$ cat src/rtl/servo_pwm_decoder.sv
// servo_pwm_decoder
//   Decodes a hobby-servo PWM stream into a direction bit and a 7-bit
//   magnitude relative to the neutral pulse width. The raw pin is resynchronised.
//   Pulse width and rise-to-rise period are measured in clk cycles. Each pulse
//   is either accepted (valid strobe) or rejected (error strobe).
//
// Ports
//   clk        system clock, all logic on posedge
//   rst        synchronous active-high reset
//   pwm_in     asynchronous servo PWM line
//   direction  1 = right of neutral, 0 = left or neutral
//   position   magnitude in steps of 2^SHIFT cycles, 0 = neutral
//   valid      one-cycle strobe: direction/position updated from a pulse
//   error      one-cycle strobe: pulse or frame rejected
//   locked     level: two or more consecutive healthy pulses seen
//
// WIDTH_BITS / PERIOD_BITS size the width and period counters. They only need
// changing for scaled-down simulation.
module servo_pwm_decoder #(
  parameter int CLK_FREQ      = 50_000_000,
  parameter int NEUTRAL_COUNT = CLK_FREQ / 667,
  parameter int SHIFT         = 8,
  parameter int MIN_PERIOD    = CLK_FREQ / 100,
  parameter int TIMEOUT       = CLK_FREQ / 25,
  parameter int WIDTH_BITS    = 17,
  parameter int PERIOD_BITS   = 21
) (
  input  logic       clk,
  input  logic       rst,
  input  logic       pwm_in,
  output logic       direction,
  output logic [6:0] position,
  output logic       valid,
  output logic       error,
  output logic       locked
);

  typedef enum logic [1:0] {
    INIT = 2'd0,
    IDLE = 2'd1,
    HIGH = 2'd2
  } state_t;

  localparam logic [WIDTH_BITS-1:0]  WIDTH_MAX  = '1;
  localparam logic [PERIOD_BITS-1:0] PERIOD_MAX = '1;
  localparam logic [PERIOD_BITS-1:0] MIN_P      = PERIOD_BITS'(MIN_PERIOD);
  localparam logic [PERIOD_BITS-1:0] TIMEOUT_P  = PERIOD_BITS'(TIMEOUT);

  // Accepted width window: neutral +/- 128 position steps.
  localparam int          SPAN     = 1 << (SHIFT + 7);
  localparam int          LO_RAW   = NEUTRAL_COUNT - SPAN;
  localparam logic [31:0] WIDTH_LO = (LO_RAW < 0) ? 32'd0 : 32'(LO_RAW);
  localparam logic [31:0] WIDTH_HI = 32'(NEUTRAL_COUNT + SPAN);
  localparam logic [31:0] NEUTRAL  = 32'(NEUTRAL_COUNT);
  localparam logic [31:0] ROUND    = 32'(1 << (SHIFT - 1));

  // Synchroniser and edge history
  logic sync_q1_reg;
  logic s_in_reg;
  logic s_prev_reg;

  // Counts clocks since reset release so INIT only trusts s_in once it holds
  // a real pin sample rather than the reset value.
  logic [1:0] settle_reg, settle_next;

  state_t                 state_reg, state_next;
  logic [WIDTH_BITS-1:0]  width_reg, width_next;
  logic [PERIOD_BITS-1:0] period_reg, period_next;
  logic                   direction_reg, direction_next;
  logic [6:0]             position_reg, position_next;
  logic                   valid_reg, valid_next;
  logic                   error_reg, error_next;
  logic                   locked_reg, locked_next;
  logic [1:0]             good_cnt_reg, good_cnt_next;

  logic rise, fall;
  assign rise = s_in_reg & ~s_prev_reg;
  assign fall = ~s_in_reg & s_prev_reg;

  // Width-to-position conversion, evaluated against the finished width.
  logic [31:0] width_ext;
  logic [31:0] diff;
  logic [31:0] pos_full;
  logic        conv_dir;
  logic        conv_ok;

  always_comb begin
    width_ext = 32'(width_reg);
    if (width_ext >= NEUTRAL) begin
      diff     = width_ext - NEUTRAL;
      conv_dir = 1'b1;
    end else begin
      diff     = NEUTRAL - width_ext;
      conv_dir = 1'b0;
    end
    pos_full = (diff + ROUND) >> SHIFT;
    // A width that rounds to neutral reports no direction.
    if (pos_full == 32'd0) begin
      conv_dir = 1'b0;
    end
    conv_ok = (width_ext >= WIDTH_LO) && (width_ext <= WIDTH_HI) &&
              (pos_full <= 32'd127);
  end

  logic timeout_hit;

  always_comb begin
    state_next     = state_reg;
    width_next     = width_reg;
    period_next    = period_reg;
    direction_next = direction_reg;
    position_next  = position_reg;
    valid_next     = 1'b0;
    error_next     = 1'b0;
    locked_next    = locked_reg;
    good_cnt_next  = good_cnt_reg;
    settle_next    = (settle_reg == 2'd2) ? 2'd2 : settle_reg + 2'd1;
    timeout_hit    = 1'b0;

    // The period counter stops once it reaches TIMEOUT, so the timeout event
    // fires exactly once per silent stretch.
    if ((period_reg < TIMEOUT_P) && (period_reg != PERIOD_MAX)) begin
      period_next = period_reg + PERIOD_BITS'(1);
      if (period_next == TIMEOUT_P) begin
        timeout_hit = 1'b1;
      end
    end

    if (timeout_hit) begin
      locked_next    = 1'b0;
      good_cnt_next  = 2'd0;
      direction_next = 1'b0;
      position_next  = 7'd0;
    end

    case (state_reg)
      INIT: begin
        if (!s_in_reg && (settle_reg == 2'd2)) begin
          state_next = IDLE;
        end
      end

      IDLE: begin
        if (rise) begin
          state_next  = HIGH;
          width_next  = WIDTH_BITS'(1);  // the rise cycle is the first high cycle
          period_next = '0;
          // An early frame is flagged, but the pulse itself is still measured.
          if (locked_reg && (period_reg < MIN_P)) begin
            error_next    = 1'b1;
            locked_next   = 1'b0;
            good_cnt_next = 2'd0;
          end
        end
      end

      HIGH: begin
        if (fall) begin
          state_next = IDLE;
          if (conv_ok) begin
            direction_next = conv_dir;
            position_next  = pos_full[6:0];
            valid_next     = 1'b1;
            if (good_cnt_next != 2'd2) begin
              good_cnt_next = good_cnt_next + 2'd1;
            end
            locked_next = (good_cnt_next == 2'd2);
          end else begin
            error_next    = 1'b1;
            locked_next   = 1'b0;
            good_cnt_next = 2'd0;
          end
        end else if (s_in_reg) begin
          if (width_reg == WIDTH_MAX) begin
            // Stuck high: report once and wait for the line to go low.
            state_next    = INIT;
            error_next    = 1'b1;
            locked_next   = 1'b0;
            good_cnt_next = 2'd0;
          end else begin
            width_next = width_reg + WIDTH_BITS'(1);
          end
        end
      end

      default: begin
        state_next = INIT;
      end
    endcase
  end

  always_ff @(posedge clk) begin
    if (rst) begin
      sync_q1_reg   <= 1'b0;
      s_in_reg      <= 1'b0;
      s_prev_reg    <= 1'b0;
      settle_reg    <= 2'd0;
      state_reg     <= INIT;
      width_reg     <= '0;
      period_reg    <= '0;
      direction_reg <= 1'b0;
      position_reg  <= 7'd0;
      valid_reg     <= 1'b0;
      error_reg     <= 1'b0;
      locked_reg    <= 1'b0;
      good_cnt_reg  <= 2'd0;
    end else begin
      sync_q1_reg   <= pwm_in;
      s_in_reg      <= sync_q1_reg;
      s_prev_reg    <= s_in_reg;
      settle_reg    <= settle_next;
      state_reg     <= state_next;
      width_reg     <= width_next;
      period_reg    <= period_next;
      direction_reg <= direction_next;
      position_reg  <= position_next;
      valid_reg     <= valid_next;
      error_reg     <= error_next;
      locked_reg    <= locked_next;
      good_cnt_reg  <= good_cnt_next;
    end
  end

  assign direction = direction_reg;
  assign position  = position_reg;
  assign valid     = valid_reg;
  assign error     = error_reg;
  assign locked    = locked_reg;

endmodule

$ cat config.mk
export PLATFORM = sky130hd
export DESIGN_NAME = servo_pwm_decoder
export DESIGN_NICKNAME = d
export VERILOG_FILES = /design/src/rtl/servo_pwm_decoder.sv
export SDC_FILE = /design/constraint.sdc
export NUM_CORES = 1
export LEC_CHECK = 0
export CAP_MARGIN = 20
export CORE_UTILIZATION = 60
export DETAILED_ROUTE_END_ITERATION = 8
export GPL_ROUTABILITY_DRIVEN = 0
export PLACE_DENSITY = 0.78
export SKIP_LAST_GASP = 1
export SLEW_MARGIN = 0
export SYNTH_ARGS = -nofsm -noshare
export SYNTH_HDL_FRONTEND = slang
export SYNTH_SLANG_ARGS = --single-unit
$ cat constraint.sdc
create_clock -name clk -period 6.6 [get_ports clk]
set_input_delay 1.32 -clock clk [delete_from_list [all_inputs] [get_ports clk]]
set_output_delay 1.32 -clock clk [all_outputs]
set_load 0.01 [all_outputs]
# Yosys cells after proc, flatten, opt, wreduce, memory -nomap -nowiden
# Index checks and enable logic that the tools add are counted.
classes:
  n_reduce_logical: 13
  order_cmp: 6
  shift: 0
  div: 0
  bitwise: 6
  n_mul: 0
  add_sub_neg: 7
  muxes: 56
  n_eq_ne: 15
op_table:
  columns: ["cell", "n"]
  rows:
  - ["$mux W17", 4]
  - ["$mux W21", 3]
  - ["$mux W2", 17]
  - ["$pmux W17 S2", 1]
  - ["$add A32 B8 Y32 const B", 1]
  - ["$logic_not A32 Y1", 1]
  - ["$mux W32", 1]
  - ["$mux W7", 4]
  - ["$le A24 B7 Y1 const B", 1]
  - ["$mux W1", 22]
  - ["$add A21 B1 Y21 const B", 1]
  - ["$eq A21 B21 Y1 const B", 1]
  - ["$lt A21 B19 Y1 const B", 1]
  - ["$lt A21 B21 Y1 const B", 1]
  - ["$ne A21 B21 Y1 const B", 1]
  - ["$sub A17 B17 Y18 const A", 1]
  - ["$sub A17 B17 Y18 const B", 1]
  - ["$add A17 B1 Y17 const B", 1]
  - ["$eq A17 B17 Y1 const B", 1]
  - ["$ge A17 B16 Y1 const B", 1]
  - ["$ge A17 B17 Y1 const B", 1]
  - ["$le A17 B17 Y1 const B", 1]
  - ["$ne A2 B2 Y1 const B", 6]
  - ["$eq A2 B2 Y1 const B", 3]
  - ["other kinds (16)", 27]
word_totals:
  ramBits: 0
  latchBits: 0
  mem_bits_ro: 0
  in_bits: 3
  wordCells: 117
  memories: 0
  ff_bits: 58

# Longest topological paths before layout
logic_depth:
  word_depth: 14
  ltp_mapped: 14
  mapped_depth_nobuf: 12

# Worst setup path after synthesis
# No wires, ideal clock.
synth_timing:
  path_type: "reg-to-reg"
  startpoint: "register width_reg[7]"
  endpoint: "register direction_reg, in the netlist direction"
  t_arrival_ns: 2.838
  path_stages_with_launch: 14
  t_required_ns: 6.484
  slack_ns: 3.645
  cell_sequence: "dfxtp_1 buf_2 o211ai_4 o21a_4 o211ai_4 mux2i_1 xnor2_2 ha_1 clkbuf_1 inv_1 a2111oi_0 a211o_1 o2111ai_1 a41o_1"
synth_between:
  elab_chain_len: 8
  elab_cells_between_ends: 16
synth_rtl:
  columns: ["element", "line", "text"]
  rows:
  - ["start, declared", "67", "logic [WIDTH_BITS-1:0] width_reg, width_next;"]
  - ["start signal, assigned", "213", "width_reg <= width_next;"]
  - ["$sub A17 B17 Y18 (tied with other cells)", "93", "diff = NEUTRAL - width_ext;"]
  - ["$mux W32", "89", "if (width_ext >= NEUTRAL) begin"]
  - ["$add A32 B8 Y32", "96", "pos_full = (diff + ROUND) >> SHIFT;"]
  - ["$le A24 B7 Y1 / $logic_not A32 Y1 (equally long branches)", "102, 98", null]
  - ["$logic_and A1 B1 Y1 / $mux W1 (equally long branches)", "101, 98", null]
  - ["$mux W1 (*)", "160", "if (conv_ok) begin"]
  - ["$mux W1 (*)", "158", "if (fall) begin"]
  - ["$mux W1 (*)", "136", "case (state_reg)"]
  - ["end signal, assigned", "215", "direction_reg <= direction_next;"]
  - ["end, declared", "69", "logic direction_reg, direction_next;"]
# Every way passes the cells marked *; elsewhere a longest branch is shown, timed or not.
# A chain may end at the register's enable or synchronous reset.

# Final worst setup path
layout_timing:
  startpoint: "register width_reg[10]"
  endpoint: "register position_reg[4], in the netlist position[4]"
layout_between:
  elab_chain_len: 8
  elab_cells_between_ends: 13
layout_rtl:
  columns: ["element", "line", "text"]
  rows:
  - ["$sub A17 B17 Y18 (tied with other cells)", "93", null]
  - ["$mux W32", "89", null]
  - ["$add A32 B8 Y32", "96", null]
  - ["$le A24 B7 Y1", "102", "(pos_full <= 32'd127);"]
  - ["$logic_and A1 B1 Y1", "101", "conv_ok = (width_ext >= WIDTH_LO) && (width_ext <= WIDTH_HI) &&"]
  - ["$mux W7 (*)", "160", null]
  - ["$mux W7 (*)", "158", null]
  - ["$mux W7 (*)", "136", null]
  - ["end signal, assigned", "216", "position_reg <= position_next;"]
  - ["end, declared", "70", "logic [6:0] position_reg, position_next;"]
# Marked as above.

==> impl_metrics.xml <==
<?xml version="1.0" encoding="UTF-8"?>
<metrics>
  <group name="run_status">
    <metric name="outcome" unit="">finished, final reports clean</metric>
  </group>
  <group name="place">
    <metric name="numPortBuffers" unit="">13</metric>
    <metric name="dp_hpwl" unit="mm">6.29</metric>
    <metric name="cell_total_after_placement" unit="">552</metric>
  </group>
  <group name="routing">
    <metric name="routed_wirelength" unit="mm">8.66</metric>
    <metric name="first_pass_iters" unit="">5</metric>
    <metric name="route.antenna.remaining_nets" unit="">0</metric>
    <metric name="drcViolationCount" unit="">0</metric>
    <metric name="drt-initial-drc-count" unit="">166</metric>
    <metric name="route.vias.total" unit="">3471</metric>
    <metric name="detail_route.wl_per_cell" unit="µm">15.3</metric>
    <metric name="vias_per_cell" unit="">6.11</metric>
  </group>
  <group name="global_route">
    <metric name="globalRouteMet1Util" unit="%">32.1</metric>
    <metric name="grt.met3_usage" unit="%">3.96</metric>
    <metric name="globalRouteTotalUtil" unit="%">25.8</metric>
    <metric name="globalRoute.totalOverflow" unit="">0</metric>
    <metric name="grt_most_used_layer" unit="">met2</metric>
    <metric name="maximum_number_of_pins_on_one_net_before_global_route_repair" unit="">24</metric>
    <metric name="antenna_found_initial" unit="">0</metric>
    <metric name="grt_util_met2" unit="%">45.5</metric>
    <metric name="first_global_vias" unit="">3314</metric>
    <metric name="global_route_wire_length_before_repair" unit="mm">14.9</metric>
  </group>
  <group name="die">
    <metric name="core_region_area" unit="µm²">6390</metric>
    <metric name="floorplan.initialDensity" unit="%">62.4</metric>
    <metric name="num_io_pins" unit="">14</metric>
    <metric name="die_h" unit="µm">83.5</metric>
    <metric name="die_w" unit="µm">83.5</metric>
    <metric name="floorplan.die_area" unit="µm²">6970</metric>
    <metric name="placement_rows" unit="">29</metric>
  </group>
  <group name="sta">
    <metric name="setup_repair_after_global_routing_missed_its_margin" unit="">no</metric>
    <metric name="fin_setup_tns" unit="ns">0</metric>
    <metric name="final_max_slew_viol_count" unit="">0</metric>
    <metric name="timing_worst_slew_pin_value" unit="ns">0.798</metric>
    <metric name="number_of_endpoints_with_negative_hold_slack_in_the_final_report" unit="">0</metric>
    <metric name="fin_skew" unit="ns">0.0136</metric>
    <metric name="max_slew_margin" unit="%">46.7</metric>
    <metric name="setup-violations-final" unit="">0</metric>
    <metric name="timing.fmax" unit="MHz">263</metric>
    <metric name="timing.final.crit_share" unit="%">57.6</metric>
    <metric name="period_needed" unit="ns">3.80</metric>
  </group>
  <group name="logic_synthesis">
    <metric name="proportion_of_synthesized_chip_area_in_sequential_cells" unit="%">29.1</metric>
    <metric name="synthesis.area_per_instance" unit="µm²">8.11</metric>
    <metric name="synth-warning-count" unit="">0</metric>
    <metric name="synth_async_sr_flop_share" unit="%">0</metric>
    <metric name="postSynthNetCount" unit="">506</metric>
    <metric name="yosys_most_used_dff" unit="">sky130_fd_sc_hd__dfxtp_1</metric>
    <metric name="synth.ff_latch_count" unit="">58</metric>
    <metric name="synth.distinct_cells" unit="">78</metric>
    <metric name="netlist_instances" unit="">491</metric>
    <metric name="syn_area" unit="µm²">3980</metric>
    <metric name="post_synth_edffs" unit="">0</metric>
  </group>
  <group name="clocking">
    <metric name="cts.hold.buffers_added" unit="">0</metric>
    <metric name="cts.htree.levels" unit="">3</metric>
    <metric name="postCtsResizedCells" unit="">0</metric>
    <metric name="ctsRootBufferMaster" unit="">sky130_fd_sc_hd__clkbuf_8</metric>
    <metric name="cts_tree" unit="">done</metric>
    <metric name="worst_skew_pair.late_latency" unit="ns">0.34</metric>
    <metric name="ctsLongestPathBuffers" unit="">2</metric>
    <metric name="clock-sinks" unit="">58</metric>
    <metric name="cts-buffers-inserted" unit="">9</metric>
    <metric name="clock_pin_slew_on_the_worst_setup_and_hold_paths" unit="ns">0.08</metric>
    <metric name="cts.repair_timing.setup_buffer_count" unit="">0</metric>
  </group>
  <group name="worst_setup_path">
    <metric name="worstSetupEndpointType" unit="">flip-flop</metric>
    <metric name="timing.critical_path.from_type" unit="">flip-flop</metric>
    <metric name="setup.worst_path.class" unit="">flip-flop to flip-flop</metric>
    <metric name="worst-endpoint-arrival" unit="ns">4.06</metric>
    <metric name="critPathMaxFanout" unit="">22</metric>
    <metric name="cp.required" unit="ns">6.86</metric>
  </group>
  <group name="final_layout">
    <metric name="multiInputGateArea" unit="µm²">2620</metric>
    <metric name="layout-area-overhead-vs-synth" unit="%">8.42</metric>
    <metric name="n_antenna_cell" unit="">0</metric>
    <metric name="final-seq-area" unit="µm²">1160</metric>
    <metric name="post_route_cells_drive_above_1_share" unit="%">9.16</metric>
    <metric name="fill_cells" unit="">528</metric>
    <metric name="nNetsFinal" unit="">501</metric>
    <metric name="stdcell_count" unit="">568</metric>
    <metric name="max_ffs_per_register" unit="">21</metric>
  </group>
  <group name="pwr">
    <metric name="static_leakage" unit="µW">0.00152</metric>
    <metric name="power_per_cell_area" unit="nW/µm²">196</metric>
    <metric name="worst_ir_drop_vdd" unit="µV">178</metric>
  </group>
  <group name="flow_run">
    <metric name="drv_cap" unit="">0</metric>
  </group>
  <group name="min_path">
    <metric name="min-delay-path-class" unit="">flip-flop to flip-flop</metric>
  </group>
</metrics>
[Yosys cell counts (4+ instances only)]
library cell | instances | area, µm²
sky130_fd_sc_hd__nand3_1 | 25 | 125
sky130_fd_sc_hd__buf_2 | 10 | 50.1
sky130_fd_sc_hd__and4_1 | 4 | 35.0
sky130_fd_sc_hd__nor2_1 | 56 | 210
sky130_fd_sc_hd__nand4_1 | 19 | 119
sky130_fd_sc_hd__xor2_1 | 27 | 236
sky130_fd_sc_hd__nor4_1 | 5 | 31.3
sky130_fd_sc_hd__clkbuf_1 | 17 | 63.8
sky130_fd_sc_hd__o21ai_0 | 17 | 85.1
sky130_fd_sc_hd__dfxtp_1 | 58 | 1160
sky130_fd_sc_hd__o211ai_1 | 4 | 30.0
sky130_fd_sc_hd__inv_1 | 14 | 52.6
sky130_fd_sc_hd__and2_1 | 5 | 31.3
sky130_fd_sc_hd__a211oi_1 | 5 | 37.5
sky130_fd_sc_hd__mux2i_1 | 7 | 70.1
sky130_fd_sc_hd__ha_1 | 12 | 150
sky130_fd_sc_hd__nor3_1 | 10 | 50.1
sky130_fd_sc_hd__a21oi_1 | 29 | 145
sky130_fd_sc_hd__or3_1 | 7 | 43.8
sky130_fd_sc_hd__nand2_1 | 41 | 154
sky130_fd_sc_hd__nand2b_1 | 9 | 56.3
sky130_fd_sc_hd__a31oi_1 | 8 | 50.1
sky130_fd_sc_hd__and3_1 | 5 | 31.3
sky130_fd_sc_hd__xnor2_1 | 15 | 131
sky130_fd_sc_hd__xnor2_2 | 4 | 65.1
sky130_fd_sc_hd__nor2b_1 | 4 | 25.0
[layer usage]
metal  part of all wire [%]  up-vias  wire length (µm)
li1                       -     1758                 -
met5                      0        -                 0
met1                     47     1651              4060
met4                    1.0        0                87
met2                     49       56              4260
met3                    2.9        6               254
[placed cells by master, fill, tap and decap left out, types with 4 or more instances in the layout]
master / netlist / layout
sky130_fd_sc_hd__o211ai_1: 4 / 4
sky130_fd_sc_hd__and3_1: 5 / 5
sky130_fd_sc_hd__nor3_1: 10 / 10
sky130_fd_sc_hd__inv_1: 14 / 14
sky130_fd_sc_hd__clkdlybuf4s50_1: 0 / 13
sky130_fd_sc_hd__and4_1: 4 / 4
sky130_fd_sc_hd__nand2b_1: 9 / 9
sky130_fd_sc_hd__nor2_1: 56 / 56
sky130_fd_sc_hd__nand3_1: 25 / 25
sky130_fd_sc_hd__and2_1: 5 / 5
sky130_fd_sc_hd__nor2b_1: 4 / 4
sky130_fd_sc_hd__a31oi_1: 8 / 8
sky130_fd_sc_hd__dfxtp_1: 58 / 58
sky130_fd_sc_hd__o21ai_0: 17 / 16
sky130_fd_sc_hd__or3_1: 7 / 7
sky130_fd_sc_hd__xnor2_2: 4 / 4
sky130_fd_sc_hd__nor4_1: 5 / 5
sky130_fd_sc_hd__mux2i_1: 7 / 7
sky130_fd_sc_hd__nand4_1: 19 / 19
sky130_fd_sc_hd__a21oi_1: 29 / 29
sky130_fd_sc_hd__xor2_1: 27 / 27
sky130_fd_sc_hd__xnor2_1: 15 / 15
sky130_fd_sc_hd__a211oi_1: 5 / 5
sky130_fd_sc_hd__clkbuf_8: 0 / 9
sky130_fd_sc_hd__nand2_1: 41 / 41
sky130_fd_sc_hd__ha_1: 12 / 12
[cell type report]
type,instances,share of cell area [%]
clock buffer,9,2.87
clock inverter,7,2.90
inverter,14,1.22
multi-input combinational,388,60.5
sequential,58,26.9
tap,77,2.23
timing repair buffer,15,3.36
[through the flow]
stage	total power, µW	hold slack [ns]	utilization [%]	area [µm²]	setup WS (ns)
final	846	0.429	67.6	4320	2.80
after detailed placement	441	0.427	63.7	4070	2.81
after global placement	437	0.411	63.7	4070	2.85
after global routing	879	0.455	67.6	4320	2.60
after floorplan	423	0.400	-	3980	3.65
after CTS	852	0.439	67.6	4320	2.84
[where the power goes]
part	internal, µW	switching, µW	leakage, µW
registers	359	9.61	0.000469
clock network	255	158	0.000124
logic	23.6	41.3	0.000922
total	637	209	0.00152
[worst max-delay path, stage by stage (launching register included)]
cell                       delay [ns]
sky130_fd_sc_hd__dfxtp_1         0.80
sky130_fd_sc_hd__and4bb_2        0.38
sky130_fd_sc_hd__nand3_2         0.12
sky130_fd_sc_hd__o211ai_4        0.51
sky130_fd_sc_hd__mux2i_1         0.35
sky130_fd_sc_hd__xnor2_2         0.14
sky130_fd_sc_hd__ha_1            0.32
sky130_fd_sc_hd__and3_4          0.21
sky130_fd_sc_hd__a31oi_2         0.39
sky130_fd_sc_hd__mux2_2          0.40
sky130_fd_sc_hd__nor2_1          0.10
[cell families (layout without fill, tap and decap cells)]
logic type               count (synthesis)  after routing  synth area share [%]
multiplexers                            11             11                  2.89
XOR/XNOR                                47             47                  11.3
AND/OR/NAND/NOR                        215            215                  29.6
flip-flops                              58             58                  29.1
buffers and inverters                   45             45                  5.21
AO/OA/AOI/OAI                          103            103                  18.2
adder cells (fa/ha/maj)                 12             12                  3.77
[worst paths after layout]
kind | cells after the start | slack [ns] | start | end
max | 10 | 2.80 | width_reg[10] | position[4]
min reg2reg | 1 | 0.43 | settle_reg[0] | settle_reg[0]
min | 1 | 0.43 | settle_reg[0] | settle_reg[0]
max reg2reg | 10 | 2.80 | width_reg[10] | position[4]
(Power assumes the default switching activity.)
